[src/rtl/axadd_eval_pkg.sv]
// Shared types and helpers for the approximate-adder evaluation sequencer.
package axadd_eval_pkg;

  typedef enum logic [1:0] {IDLE, APPLY, CAPTURE, FINISH} state_t;

  // Settle counter holds SETTLE_CYCLES-1, and SETTLE_CYCLES is at most 15.
  localparam int SETTLE_W = 4;

  function automatic int op_w(input int n_in);
    return n_in / 2;
  endfunction

  function automatic int cnt_w(input int n_in);
    return n_in + 1;
  endfunction

  function automatic int tot_w(input int n_in, input int n_out);
    return n_in + n_out;
  endfunction

  function automatic logic [31:0] abs_diff(input logic [31:0] a, input logic [31:0] b);
    return (a >= b) ? a - b : b - a;
  endfunction

endpackage

[src/rtl/axadd_eval_sequencer_if.sv]
// Control and status bundle between the evaluation wrapper and the sequencer.
interface axadd_eval_sequencer_if #(
  parameter int N_IN  = 4,
  parameter int N_OUT = 3
);
  logic                  start;
  logic                  abort;
  logic                  busy;
  logic                  done;
  logic                  aborted;
  logic                  pass;
  logic [N_OUT-1:0]      max_err;
  logic [N_IN-1:0]       wce_vec;
  logic [N_IN:0]         err_count;
  logic [N_OUT+N_IN-1:0] total_err;

  modport master (output start, abort,
                  input  busy, done, aborted, pass, max_err, wce_vec, err_count, total_err);
  modport slave  (input  start, abort,
                  output busy, done, aborted, pass, max_err, wce_vec, err_count, total_err);
endinterface

[src/rtl/axadd_err_accum.sv]
// Exact-sum reference, absolute error and the running error statistics.
module axadd_err_accum
  import axadd_eval_pkg::*;
#(
  parameter int N_IN  = 4,
  parameter int N_OUT = 3,
  parameter int ET    = 5
) (
  input  logic                         clk,
  input  logic                         rst,
  input  logic                         clr,
  input  logic                         en,
  input  logic [N_IN-1:0]              vec,
  input  logic [N_OUT-1:0]             approx,
  output logic [N_OUT-1:0]             max_err,
  output logic [N_IN-1:0]              wce_vec,
  output logic [cnt_w(N_IN)-1:0]       err_count,
  output logic [tot_w(N_IN,N_OUT)-1:0] total_err
);
  localparam int OP_W = op_w(N_IN);

  logic [N_OUT-1:0] exact;
  logic [N_OUT-1:0] err;

  assign exact = N_OUT'(vec[OP_W-1:0]) + N_OUT'(vec[N_IN-1:OP_W]);
  assign err   = N_OUT'(abs_diff(32'(approx), 32'(exact)));

  always_ff @(posedge clk or posedge rst) begin
    if (rst) begin
      max_err   <= '0;
      wce_vec   <= '0;
      err_count <= '0;
      total_err <= '0;
    end else if (clr) begin
      max_err   <= '0;
      wce_vec   <= '0;
      err_count <= '0;
      total_err <= '0;
    end else if (en) begin
      total_err <= total_err + tot_w(N_IN,N_OUT)'(err);
      if (32'(err) > ET) err_count <= err_count + cnt_w(N_IN)'(1);
      // Strict compare: on ties the earliest vector stays recorded.
      if (err > max_err) begin
        max_err <= err;
        wce_vec <= vec;
      end
    end
  end
endmodule

[src/rtl/axadd_eval_sequencer.sv]
// Sweeps every input vector through one approximate adder and grades its error.
module axadd_eval_sequencer
  import axadd_eval_pkg::*;
#(
  parameter int N_IN          = 4,
  parameter int N_OUT         = 3,
  parameter int ET            = 5,
  parameter int SETTLE_CYCLES = 1
) (
  input  logic             clk,
  input  logic             rst,
  axadd_eval_sequencer_if.slave ctl,
  output logic [N_IN-1:0]  dut_in,
  input  logic [N_OUT-1:0] dut_out
);
  localparam logic [SETTLE_W-1:0] CNT_LD = SETTLE_W'(SETTLE_CYCLES - 1);

  state_t              state, state_nxt;
  logic [SETTLE_W-1:0] cnt;
  logic                busy_q, aborted_q, pass_q;
  logic                clr, acc_en;
  logic                last_vec;

  assign last_vec = &dut_in;

  always_ff @(posedge clk or posedge rst) begin
    if (rst) state <= IDLE;
    else     state <= state_nxt;
  end

  always_comb begin
    state_nxt = state;
    clr       = 1'b0;
    acc_en    = 1'b0;
    case (state)
      IDLE: if (ctl.start) begin
        state_nxt = APPLY;
        clr       = 1'b1;
      end
      APPLY: begin
        if (ctl.abort)     state_nxt = FINISH;
        else if (cnt == '0) state_nxt = CAPTURE;
      end
      CAPTURE: begin
        if (ctl.abort) state_nxt = FINISH;
        else begin
          acc_en    = 1'b1;
          state_nxt = last_vec ? FINISH : APPLY;
        end
      end
      FINISH:  state_nxt = IDLE;
      default: state_nxt = IDLE;
    endcase
  end

  always_ff @(posedge clk or posedge rst) begin
    if (rst) begin
      dut_in    <= '0;
      cnt       <= '0;
      busy_q    <= 1'b0;
      aborted_q <= 1'b0;
      pass_q    <= 1'b0;
    end else begin
      case (state)
        IDLE: if (ctl.start) begin
          dut_in    <= '0;
          cnt       <= CNT_LD;
          busy_q    <= 1'b1;
          aborted_q <= 1'b0;
        end
        APPLY: begin
          if (ctl.abort)      aborted_q <= 1'b1;
          else if (cnt != '0) cnt <= cnt - 1'b1;
        end
        CAPTURE: begin
          if (ctl.abort) aborted_q <= 1'b1;
          else if (!last_vec) begin
            dut_in <= dut_in + 1'b1;
            cnt    <= CNT_LD;
          end
        end
        FINISH: begin
          busy_q <= 1'b0;
          pass_q <= (ctl.err_count == '0) && !aborted_q;
        end
        default: ;
      endcase
    end
  end

  axadd_err_accum #(.N_IN(N_IN), .N_OUT(N_OUT), .ET(ET)) u_accum (
    .clk       (clk),
    .rst       (rst),
    .clr       (clr),
    .en        (acc_en),
    .vec       (dut_in),
    .approx    (dut_out),
    .max_err   (ctl.max_err),
    .wce_vec   (ctl.wce_vec),
    .err_count (ctl.err_count),
    .total_err (ctl.total_err)
  );

  assign ctl.busy    = busy_q;
  assign ctl.done    = (state == FINISH);
  assign ctl.aborted = aborted_q;
  assign ctl.pass    = pass_q;
endmodule

[src/flat_wrapper.sv]
// flat-port wrapper written by rule: the top's interface ports become plain ports
module axadd_eval_sequencer_flat import axadd_eval_pkg::*;
#(
  parameter int N_IN          = 4,
  parameter int N_OUT         = 3,
  parameter int ET            = 5,
  parameter int SETTLE_CYCLES = 1
)
  (clk, rst, dut_in, dut_out, ctl_start, ctl_abort, ctl_busy, ctl_done, ctl_aborted, ctl_pass, ctl_max_err, ctl_wce_vec, ctl_err_count, ctl_total_err);
  axadd_eval_sequencer_if #(.N_IN(N_IN), .N_OUT(N_OUT)) ctl_i ();
  input  logic clk;
  input  logic rst;
  output logic [N_IN-1:0] dut_in;
  input  logic [N_OUT-1:0] dut_out;
  input wire logic [$bits(ctl_i.start)-1:0] ctl_start;
  input wire logic [$bits(ctl_i.abort)-1:0] ctl_abort;
  output wire logic [$bits(ctl_i.busy)-1:0] ctl_busy;
  output wire logic [$bits(ctl_i.done)-1:0] ctl_done;
  output wire logic [$bits(ctl_i.aborted)-1:0] ctl_aborted;
  output wire logic [$bits(ctl_i.pass)-1:0] ctl_pass;
  output wire logic [$bits(ctl_i.max_err)-1:0] ctl_max_err;
  output wire logic [$bits(ctl_i.wce_vec)-1:0] ctl_wce_vec;
  output wire logic [$bits(ctl_i.err_count)-1:0] ctl_err_count;
  output wire logic [$bits(ctl_i.total_err)-1:0] ctl_total_err;
  assign ctl_i.start = ctl_start;
  assign ctl_i.abort = ctl_abort;
  assign ctl_busy = ctl_i.busy;
  assign ctl_done = ctl_i.done;
  assign ctl_aborted = ctl_i.aborted;
  assign ctl_pass = ctl_i.pass;
  assign ctl_max_err = ctl_i.max_err;
  assign ctl_wce_vec = ctl_i.wce_vec;
  assign ctl_err_count = ctl_i.err_count;
  assign ctl_total_err = ctl_i.total_err;
  axadd_eval_sequencer #(.N_IN(N_IN), .N_OUT(N_OUT), .ET(ET), .SETTLE_CYCLES(SETTLE_CYCLES)) u_core (.clk(clk), .rst(rst), .ctl(ctl_i), .dut_in(dut_in), .dut_out(dut_out));
endmodule
[config.mk]
export PLATFORM = sky130hd
export DESIGN_NAME = axadd_eval_sequencer_flat
export DESIGN_NICKNAME = d
export VERILOG_FILES = /design/src/rtl/axadd_eval_pkg.sv /design/src/rtl/axadd_eval_sequencer_if.sv /design/src/rtl/axadd_err_accum.sv /design/src/rtl/axadd_eval_sequencer.sv /design/src/flat_wrapper.sv
export SDC_FILE = /design/constraint.sdc
export NUM_CORES = 1
export LEC_CHECK = 0
export ABC_AREA = 1
export ABC_CLOCK_PERIOD_IN_PS = 3700
export CAP_MARGIN = 20
export CORE_MARGIN = 8
export CORE_UTILIZATION = 55
export CTS_BUF_LIST = sky130_fd_sc_hd__clkbuf_8
export DETAILED_ROUTE_END_ITERATION = 8
export GPL_TIMING_DRIVEN = 0
export PLACE_DENSITY = 0.81
export SYNTH_ARGS = -nofsm -noshare
export SYNTH_HDL_FRONTEND = slang
export SYNTH_HIERARCHICAL = 1
export SYNTH_SLANG_ARGS = --single-unit
[constraint.sdc]
create_clock -name clk -period 3.7 [get_ports clk]
set_input_delay 0.555 -clock clk [delete_from_list [all_inputs] [get_ports clk]]
set_output_delay 0.555 -clock clk [all_outputs]
set_load 0.03 [all_outputs]
==> results.md <==
* Sequential cell area fraction in the yosys report at a little over a third
* Worst vdd ir at 0.465 mV
* Share of async-settable or async-resettable flops after synthesis at 100%
* Worst Min Path Start: u_core/cnt[0]
* DR DRC count at 0
* P_int at 1.06 mW
* Io pins at 34
* Synth Net Count at 316
* WP data arrival at 3580 ps
* Worst Setup SP: u_core/dut_in[0]
* Largest net degree at the start of global routing at 20
* Yosys warns at 6
* RSZ-0062 raised after global routing: no
* Cells after Synth at between 200 and 300
* Status: finished, final reports clean
* WP buf/inv at 3
* Routed via count at ~1900
* Ys flop type: dfrtp_1
* Sequential power share at about 28%
* Placed instance count at 366
* Antenna violations before repair at 0
* Crit-path max FO at 8
* CTS Buf Count at 5
* Crit path largest cell delay at 560 ps
* Syn_area_per_cell at 7.97 µm²
* Non-Filler Instances at 373
* Row cnt at 23
* Number of iterations in the first detailed-routing pass at 4
* Die X at 80.0 µm
* Crit-path slowest cell: fa_1
* Post_cts resized at 0
* Sw frac at 48.0%
* Crit share post-route at between 90% and 100%
* Delay-heaviest family, CP: adder cells
* Share of cells above drive strength 1 at between 10% and 20%
* Gate power share at 58.0%
* Synth cell types at 28
* Worst slack at placement at 202 ps
* Worst min path class: flop to flop
* Total core area at 0.00397 mm²
* Worst Path Class, Setup: flop to flop
* Post-Route WL at 4700 µm
* Placed wire-length estimate at 3580 µm
* Setup Viol. Count Final at 0
* Final worst path period need at 3400 ps
* Post-CTS setup buffers at 0
* Slew Viols, Final at 0
* Post-Syn Area at around 0.0023 mm²
* Number of H-tree levels at 2
* CTS tree: yes
* Clock Latency Late Sink at 280 ps
* Fmax at 294 MHz
* MaxCap Viol Count at 0
* CTS Sinks at 32
* Initial DRC count at 102
* Worst r2r src: u_core/dut_in[0]
* Final Hold Violating Endpoints at 0
* Die area at 0.00640 mm²
* GPL Wtd Cong at 0.767
* P per Cell Area at approximately 740 mW/mm²
* Hold buffers post-CTS at 0
* Register bit total from synthesis at 32
* CTS Buffer Depth at 2
* Vias in the first global route at 1850
* Net Switching at between 0.9 and 1 mW
* Height of the die at around 80 µm
* Clk slew on worst S/H paths at 60 ps
* Setup TNS at 0 ps
* Total GRT Usage at 16.1%
* I/O Buffers at 33
* Starting Density at 56.8%
* Post-Route Skew at 3.10 ps
* Final Power at 2.05 mW
* CTS Root Cell: clkbuf_8
* Crit. End Element: flop
* Startpoint Class: flop
* Slew HR at 51.4%
* Post-route ant nets at 0
* # diodes at 0
* First-pass GRT wire length at 8260 µm
* CP dominant cell by count: inv_1
* Worst slew pin tran at roughly 730 ps
* Total grt overflow at 0
* Area delta synth->final at 21.9%
* Critical path, cell by cell: ha_1, fa_1, inv_1, fa_1, inv_1, nand3_1, nand2_2, ha_1, nand2_1, inv_1, nor2_1, nor2_1, nor2_4, nand2_4, nand3_2, nand2_1
* Wirelength per Cell at 12.6 µm
* EDFF count, synth at 0
* PnR worst setup slack at 296 ps
* Leak at 1.43 nW
* Critical Path RT at 3870 ps
* Nets@finish at 356
* DR vias/cell at between 5 and 6
* Clock Power Share at 14.2%
==> flip-flops by register name (all words and copies together), names as in the netlist, 2 cells and up <==
signal,cells
u_core/u_accum/err_count,5
u_core/u_accum/total_err,7
u_core/u_accum/wce_vec,4
u_core/dut_in,4
u_core/cnt,4
u_core/u_accum/max_err,3
u_core/state,2
==> per-layer routing <==
layer,track usage [%],wire length [µm],vias to the layer above
met5,0,0,-
met1,19.1,2130,883
met4,5.64,72,0
met3,4.50,202,9
li1,-,-,979
met2,27.0,2300,30
==> stage by stage <==
| step | cell area, µm² | utilization, % | hold WS [ps] |
|---|---|---|---|
| after CTS | 2740 | 69.1 | 499 |
| after detailed placement | 2650 | 66.7 | 484 |
| after global routing | 2750 | 69.2 | 533 |
| final | 2750 | 69.2 | 500 |
| after global placement | 2650 | 66.7 | 477 |
| after floorplan | 2250 | - | 432 |
==> power by group through the flow <==
| stage | logic [mW] | registers [mW] | clock network [mW] |
|---|---|---|---|
| 6_report | 1.19 | 0.568 | 0.291 |
| 5_1_grt | 1.31 | 0.587 | 0.316 |
| 4_1_cts | 1.19 | 0.568 | 0.299 |
| 3_5_place_dp | 1.18 | 0.575 | 0 |
| 3_3_place_gp | 1.15 | 0.571 | 0 |
| 2_1_floorplan | 0.698 | 0.708 | 0 |
==> tightest hold or removal path: cells and delay by family, from the launching register on <==
kind             cells  cell delay [ps]
flip-flops           1              360
AND/OR/NAND/NOR      2              110
==> cells in the mapped netlist (3+ instances only) <==
library cell / instances / share of area (%)
a21oi_1: 7 / 1.6
dfrtp_1: 32 / 36
fa_1: 4 / 3.6
ha_1: 22 / 12
inv_1: 40 / 6.7
inv_2: 4 / 0.67
nand2_1: 77 / 13
nand2_2: 6 / 1.7
nand2_4: 5 / 2.5
nand3_1: 14 / 3.1
nand3_2: 9 / 4.0
nand4_1: 8 / 2.2
nor2_1: 22 / 3.7
nor2_2: 4 / 1.1
nor3_1: 4 / 0.89
o21ai_0: 6 / 1.3
xnor2_1: 3 / 1.2
==> layout make-up <==
cell class,count,area [µm²]
Sequential cell,32,801
Buffer,2,10.0
Tap cell,50,62.6
Multi-Input combinational cell,203,1280
Timing Repair Buffer,33,330
Clock buffer,7,96.3
Fill cell,325,1220
Inverter,46,173
==> logic make-up after synthesis <==
| family | share of synthesized area [%] |
|---|---|
| and+or+nand+nor | 33.0 |
| buffers and inverters | 8.10 |
| xor gates and xnor gates | 1.94 |
| adders and majority gates | 15.8 |
| AOI/OAI and AO/OA | 5.66 |
| DFF | 35.5 |
==> path summary, 6_finish.rpt <==
| check | endpoint | slack, ps | cells after the start |
|---|---|---|---|
| hold reg to reg | u_core/cnt[0] | 500 | 2 |
| min in group asynchronous | u_core/dut_in[0] | 640 | 2 |
| hold / removal | u_core/cnt[0] | 500 | 2 |
| setup reg to reg | u_core/u_accum/max_err[2] | 300 | 16 |
| max in group asynchronous | u_core/u_accum/total_err[5] | 2520 | 2 |
| setup / recovery | u_core/u_accum/max_err[2] | 300 | 16 |
==> cells in the final DEF, fill, tap and decap left out, types with 2 or more instances in the layout <==
| cell type | count |
|---|---|
| nor3_1 | 4 |
| nand3_2 | 9 |
| nand3_1 | 14 |
| clkinv_1 | 2 |
| fa_1 | 4 |
| a22o_1 | 2 |
| nor2_2 | 3 |
| nand2_4 | 5 |
| a21oi_1 | 7 |
| clkbuf_8 | 7 |
| nor2_1 | 22 |
| inv_2 | 4 |
| o21ai_1 | 2 |
| buf_2 | 2 |
| xnor2_1 | 3 |
| nand2_2 | 6 |
| nand4_1 | 8 |
| inv_1 | 40 |
| ha_1 | 22 |
| xor2_1 | 2 |
| clkdlybuf4s50_1 | 33 |
| dfrtp_1 | 32 |
| nand2_1 | 77 |
| o21ai_0 | 6 |
No activity file was read; power rests on OpenSTA's default activity.
